### config.mk
export PLATFORM = sky130hd
export DESIGN_NAME = uart_mmio_responder
export DESIGN_NICKNAME = d
export VERILOG_FILES = /design/src/rtl/uart_mmio_responder.sv
export SDC_FILE = /design/constraint.sdc
export NUM_CORES = 1
export LEC_CHECK = 0
export CAP_MARGIN = 20
export CORE_UTILIZATION = 25
export DETAILED_ROUTE_END_ITERATION = 12
export SETUP_SLACK_MARGIN = 0.3
export SYNTH_ARGS = -nofsm -noshare
export SYNTH_HDL_FRONTEND = slang
export SYNTH_SLANG_ARGS = --single-unit
### constraint.sdc
create_clock -name clk -period 1.4 [get_ports clk]
set_clock_uncertainty 0.1 [all_clocks]
set_input_delay 0.14 -clock clk [delete_from_list [all_inputs] [get_ports clk]]
set_output_delay 0.14 -clock clk [all_outputs]
set_load 0.01 [all_outputs]
### src/rtl/uart_mmio_responder.sv
// uart_mmio_responder: CPU-side responder for the UART address window.
// Exposes a status word, a TX holding register (ready/valid toward the
// transmitter) and an RX buffer (ready/valid from the receiver).
// Build macro UART_RX_FIFO_EN: when defined the RX buffer is an RX_DEPTH-byte
// circular FIFO; when undefined it is a single-byte holding register.
module uart_mmio_responder #(
  parameter int RX_DEPTH = 4
) (
  input  logic        clk,
  input  logic        rst,
  input  logic        WEUART,
  input  logic        REUART,
  input  logic [1:0]  RegSel,
  input  logic [7:0]  WriteData,
  output logic [31:0] ReadData,
  output logic [7:0]  DataIn,
  output logic        DataInValid,
  input  logic        DataInReady,
  input  logic [7:0]  DataOut,
  input  logic        DataOutValid,
  output logic        DataOutReady
);

  localparam logic [1:0] SEL_STATUS = 2'b00;
  localparam logic [1:0] SEL_RX     = 2'b01;
  localparam logic [1:0] SEL_TX     = 2'b10;

  logic        tx_store, tx_free, tx_accept, tx_drop_now, tx_drop;
  logic        status_load, rx_load, rx_push, rx_pop, rx_nonempty;
  logic [7:0]  rx_head;
  logic [31:0] status_word, read_mux;

  // A store is taken whenever the holding register is empty or being drained
  // on this very edge; otherwise the byte is lost and flagged.
  assign tx_store    = WEUART && (RegSel == SEL_TX);
  assign tx_free     = !DataInValid || DataInReady;
  assign tx_accept   = tx_store && tx_free;
  assign tx_drop_now = tx_store && !tx_free;

  assign status_load = REUART && (RegSel == SEL_STATUS);
  assign rx_load     = REUART && (RegSel == SEL_RX);
  assign rx_push     = DataOutValid && DataOutReady;
  assign rx_pop      = rx_load && rx_nonempty;

`ifdef UART_RX_FIFO_EN
  localparam int             AW      = $clog2(RX_DEPTH);
  localparam logic [AW:0]    FULL    = (AW+1)'(RX_DEPTH);
  localparam logic [AW:0]    CNT_ONE = 1;
  localparam logic [AW-1:0]  PTR_ONE = 1;

  logic [AW:0]   rx_count;
  logic [AW-1:0] rx_rd_ptr, rx_wr_ptr;
  logic [7:0]    rx_mem [RX_DEPTH];

  assign rx_nonempty  = (rx_count != '0);
  assign rx_head      = rx_mem[rx_rd_ptr];
  assign DataOutReady = (rx_count != FULL);

  // FIFO pointers (wrap naturally, depth is a power of two) and occupancy
  always_ff @(posedge clk or posedge rst) begin
    if (rst) begin
      rx_count  <= '0;
      rx_rd_ptr <= '0;
      rx_wr_ptr <= '0;
    end else begin
      if (rx_push) rx_wr_ptr <= rx_wr_ptr + PTR_ONE;
      if (rx_pop)  rx_rd_ptr <= rx_rd_ptr + PTR_ONE;
      case ({rx_push, rx_pop})
        2'b10:   rx_count <= rx_count + CNT_ONE;
        2'b01:   rx_count <= rx_count - CNT_ONE;
        default: rx_count <= rx_count;
      endcase
    end
  end

  // FIFO storage: data only, contents are meaningless while count is zero
  always_ff @(posedge clk) begin
    if (rx_push) rx_mem[rx_wr_ptr] <= DataOut;
  end
`else
  logic       rx_full;
  logic [7:0] rx_byte;

  assign rx_nonempty  = rx_full;
  assign rx_head      = rx_byte;
  assign DataOutReady = !rx_full;

  // Single-entry occupancy; push and pop never coincide since ready is low when full
  always_ff @(posedge clk or posedge rst) begin
    if (rst) begin
      rx_full <= 1'b0;
    end else if (rx_push) begin
      rx_full <= 1'b1;
    end else if (rx_pop) begin
      rx_full <= 1'b0;
    end
  end

  // Single-entry storage: data only
  always_ff @(posedge clk) begin
    if (rx_push) rx_byte <= DataOut;
  end
`endif

  // TX holding register and sticky drop flag (a drop beats a clearing status load)
  always_ff @(posedge clk or posedge rst) begin
    if (rst) begin
      DataIn      <= '0;
      DataInValid <= 1'b0;
      tx_drop     <= 1'b0;
    end else begin
      if (tx_accept) begin
        DataIn      <= WriteData;
        DataInValid <= 1'b1;
      end else if (DataInReady) begin
        DataInValid <= 1'b0;
      end
      if (tx_drop_now) begin
        tx_drop <= 1'b1;
      end else if (status_load) begin
        tx_drop <= 1'b0;
      end
    end
  end

  // Load data selection from pre-edge register state
  always_comb begin
    status_word = {29'd0, tx_drop, rx_nonempty, !DataInValid};
    read_mux    = '0;
    case (RegSel)
      SEL_STATUS: read_mux = status_word;
      SEL_RX:     read_mux = rx_nonempty ? {24'd0, rx_head} : 32'd0;
      default:    read_mux = '0;
    endcase
  end

  // Registered load result, held between loads
  always_ff @(posedge clk or posedge rst) begin
    if (rst) begin
      ReadData <= '0;
    end else if (REUART) begin
      ReadData <= read_mux;
    end
  end

endmodule
Word level (Yosys, flattened, before mapping)

Index checks and enable logic that the tools add are counted.

Add/subtract/negate cells: 0
$mul: 0
Divide/modulo/power cells: 0
Magnitude comparators: 0
Equal/unequal tests: 2
Shifts and indexed selects: 0
Mux-type cells: 8
Bitwise operators: 0
Reductions and logical operators: 15

Operators by type and width:

| cell                 | count |
|---|---|
| $pmux W8 S2          | 1 |
| $mux W8              | 1 |
| $logic_and A1 B1 Y1  | 7 |
| $mux W1              | 6 |
| $reduce_bool A2 Y1   | 3 |
| $logic_not A1 Y1     | 3 |
| $eq A2 B1 Y1 const B | 1 |
| $eq A2 B2 Y1 const B | 1 |
| $logic_not A2 Y1     | 1 |
| $logic_or A1 B1 Y1   | 1 |

Register bits: 51
Latch bits: 0
Bits in writable memories: 0
Bits in read-only memories: 0
Bits of input ports: 24
Output and inout port bits: 42
Word-level logic and storage cells: 31
Memories: 0

Longest topological paths before layout

Gate-level depths: netlist of run 1.

Depth after elaboration: 5
Mapped depth: 4
Mapped depth without buffers: 3

Least setup slack after synthesis of run 1

Ideal clock, no wire load.

Path kind: register -> register
Start: register DataInValid
End: register DataIn[0]
Library setup time: 125 ps
Arrival: 1123 ps
Data required time: 1175 ps
Setup slack: 52 ps
Cell stages (with the launch flop): 5
Buffers on the path: 1
Clock period less this slack: 1348 ps
Cell sequence: dfrtp_1 > nand2b_1 > nor2b_1 > buf_6 > mux2_2

Cells in the longest elaborated chain, start to end: 3

Ends and longest elaborated chain:

| item                   | line | RTL |
|---|---|---|
| from (decl)            | 17   | `output logic DataInValid,` |
| from (signal assigned) | 109  | `DataInValid <= 1'b0;` |
| from (signal assigned) | 114  | `DataInValid <= 1'b1;` |
| from (signal assigned) | 116  | `DataInValid <= 1'b0;` |
| $logic_not A1 Y1       | 36   | `assign tx_free = !DataInValid \|\| DataInReady;` |
| $logic_or A1 B1 Y1     | 36   |  |
| $logic_and A1 B1 Y1    | 37   | `assign tx_accept = tx_store && tx_free;` |
| to (signal assigned)   | 113  | `DataIn <= WriteData;` |
| to (decl)              | 16   | `output logic [7:0] DataIn,` |

Every way passes these cells.
A chain may end at the register's enable or synchronous reset.

Worst setup path in the final report of run 1

Start: register DataInValid
End: register DataIn[3]

Same word-level chain as after synthesis.

==> flow_summary.yaml, run 1 <==
timing:
  period_share_pct: 93.7
  rsz0062_at_grt: "yes"
  finalSetupViolCount: 0
  max_freq_mhz: 763
  timing.setup.tns_ns: 0
  final.setup.worst_slack_ns: 0.0886
  hold-worst-slack_ns: 0.0864
  slew_violations: 0
  fin_crit_ns: 1.31
  hold_viol_final: 0
worst_setup_path:
  arrival_ns: 1.38
  worst_setup_path_start_kind: "register"
  r2r_start: "DataInValid$_DFFE_PP0P_"
  critPathMaxFanout: 8
  cp.required_ns: 1.47
  endpoint_kind: "register"
  crit_type: "register to register"
  regToRegEndpoint: "DataIn[3]$_DFFE_PP0P_"
  rr_worst_depth: 4
  rrSetupSlack_ns: 0.09
cts:
  cts_buffer_depth: 2
  clock-sinks: 27
  cts_tree: "built"
  htreeDepth: 1
  worstSkewPairLatency_ns: 0.27
  cts_hold_buf: 0
  clkTransAtPathRegs_ns: 0.10
  cts_root_buffer: "clkbuf_8"
  numCtsBuffers: 3
run:
  maxCapViolations: 0
synthesis:
  synth-edff-count: 8
  synthMuxAreaShare_pct: 7.42
  synth_fa_ha_area_share_pct: 0
  async_flop_share_pct: 70.4
  synth_simple_gate_area_share_pct: 7.93
  ys_warn_count: 0
  syn_area_sq_mm: 0.00121
  synth_cell_type_count: 21
  synth.avg_cell_area_sq_um: 12.0
  synth_compound_area_share_pct: 4.94
  synthXorXnorAreaFrac_pct: 0
  ys_top_cells_by_count: "24 x buf_4, 19 x dfrtp_1, 11 x inv_1, 8 x edfxtp_1, 8 x mux2_2"
  ys_seq_elements: 27
  yosysSeqAreaShare_pct: 58.9
  synth.largest_area_cell: "dfrtp_1"
  yosysTopAreaCellShare_pct: 39.1
  synth_top_family_by_area: "buffers and inverters"
  yosys-top-cells-area: "dfrtp_1 39%, edfxtp_1 20%, buf_4 15%, mux2_2 7.4%, inv_1 3.4%"
  synth.most_common_cell: "buf_4"
  netlist_instances: 101
  synthFlopType: "dfrtp_1"
die:
  row_count: 24
  chipHeight_microns: 71.7
  design.die.area_sq_mm: 0.00514
  die_w_microns: 71.7
  start_util_pct: 27.0
  ioPinCount: 66
  coreArea_sq_mm: 0.00450
routing:
  drt_first_pass_iters: 4
  highest_layer: "met4"
  wl_met2_microns: 1170
  vias: 869
  drc: 0
  antenna_left: 0
  via_per_inst: 4.00
  wl_met3_microns: 221
  wl_per_cell_microns: 11.3
  met1Wirelength_microns: 1040
  wirelength_microns: 2460
  drt_iter0_drc: 17
global_route:
  grt_pass1_wl_microns: 4000
  grt-ovfl-total: 0
  track_usage_pct: 9.97
  grt_pass1_vias: 846
  antenna_found_initial: 0
  grt_max_degree: 20
finish:
  n_antenna_cell: 0
  layout-drive-gt1-share_pct: 40.0
  area_growth_pct: 50.4
  finish.utilization_pct: 40.6
  final_cells: 217
  final_area_sq_mm: 0.00183
  nNetsFinal: 190
placed_design:
  place.port_buffers: 41
  place_hpwl_microns: 1690
  dp.cells: 200
  finalWeightedCongestion: 0.707
  place_area_sq_mm: 0.00170
  pre_cts_slack_ns: -0.239
power:
  leakage_nw: 0.887
  p_total_mw: 1.87
  p_per_area_mw_per_mm2: 1030
  ir_worst_vdd_v: 0.000372
min_path:
  hp-class: "primary input to async pin"
outcome:
  run_status: "finished clean"
[where the power goes]
| group | leakage (nW) | switching, mW | internal [mW] |
|---|---|---|---|
| Combinational | 0.554 | 0.194 | 0.285 |
| Clock | 0.0217 | 0.259 | 0.202 |
| Sequential | 0.311 | 0.0411 | 0.894 |
[worst max path at each step]
| stage | from | endpoint | slack, ns | depth (start not counted) |
|---|---|---|---|---|
| finish | DataInValid$_DFFE_PP0P_ | DataIn[3]$_DFFE_PP0P_ | 0.09 | 4 |
| global route | DataInValid$_DFFE_PP0P_ | DataIn[2]$_DFFE_PP0P_ | 0.04 | 4 |
| CTS | DataInValid$_DFFE_PP0P_ | DataIn[2]$_DFFE_PP0P_ | 0.09 | 4 |
| detailed placement | RegSel[0] | DataIn[2]$_DFFE_PP0P_ | -0.24 | 5 |
| global placement | RegSel[0] | DataIn[0]$_DFFE_PP0P_ | -0.21 | 5 |
| floorplan | DataInValid$_DFFE_PP0P_ | DataIn[0]$_DFFE_PP0P_ | 0.08 | 4 |
[routing by layer]
metal  global-route usage (%)  up-vias
met5                        0        -
met1                     12.8      396
li1                         -      406
met4                     2.61        0
met2                     16.8       63
met3                     2.53        4
[flip-flops by register name, indices dropped and copies added (netlist names)]
signal	flops
DataIn	8
ReadData	8
rx_byte	8
DataInValid	1
rx_full	1
tx_drop	1
[layout make-up]
cell class	instances	area, sq um
Clock buffer	3	41.3
Fill cell	451	2680
Clock inverter	1	7.51
Inverter	11	41.3
Tap cell	52	65.1
Multi-Input combinational cell	59	425
Sequential cell	27	716
Timing Repair Buffer	64	531
[cell families after synthesis]
kind of cell / after synthesis
buffers and inverters: 38
and+or+nand+nor: 17
muxes: 8
DFF: 27
other: 1
AOI/OAI and AO/OA: 10
[worst max-delay path, stage by stage, from the launching register on]
cell and delay (ns):
dfrtp_1 0.40, nand2b_1 0.10, nor2b_4 0.16, buf_12 0.14, mux2_4 0.30
[cell usage in the layout, fill, tap and decap left out, drive strengths merged]
cell type,n
buf,41
nand2,6
inv,11
a22oi,1
nand3,1
clkdlybuf4s50,21
edfxtp,8
nor3b,1
a221o,1
mux2,8
o21ai,6
nand3b,1
dlygate4sd2,2
nor2,2
clkinvlp,1
and4b,1
clkbuf,3
nor2b,2
dfrtp,19
conb,24
o22ai,2
and2b,1
nand2b,2
[repair_timing]
item	4_1_cts	5_1_grt
cloned	0	0
endpoints found under the hold margin	0	0
resized for setup	83	15
endpoints found under the setup margin	40	26
buffers inserted	12	1
pin swaps	3	5
Power figures use the tool's default switching activity.
==> run 2, diff against run 1 <==
SLEW_MARGIN = 20   (was unset)
==> results of run 2 <==
The final DEF is identical to that of run 1; final timing and power are the same.
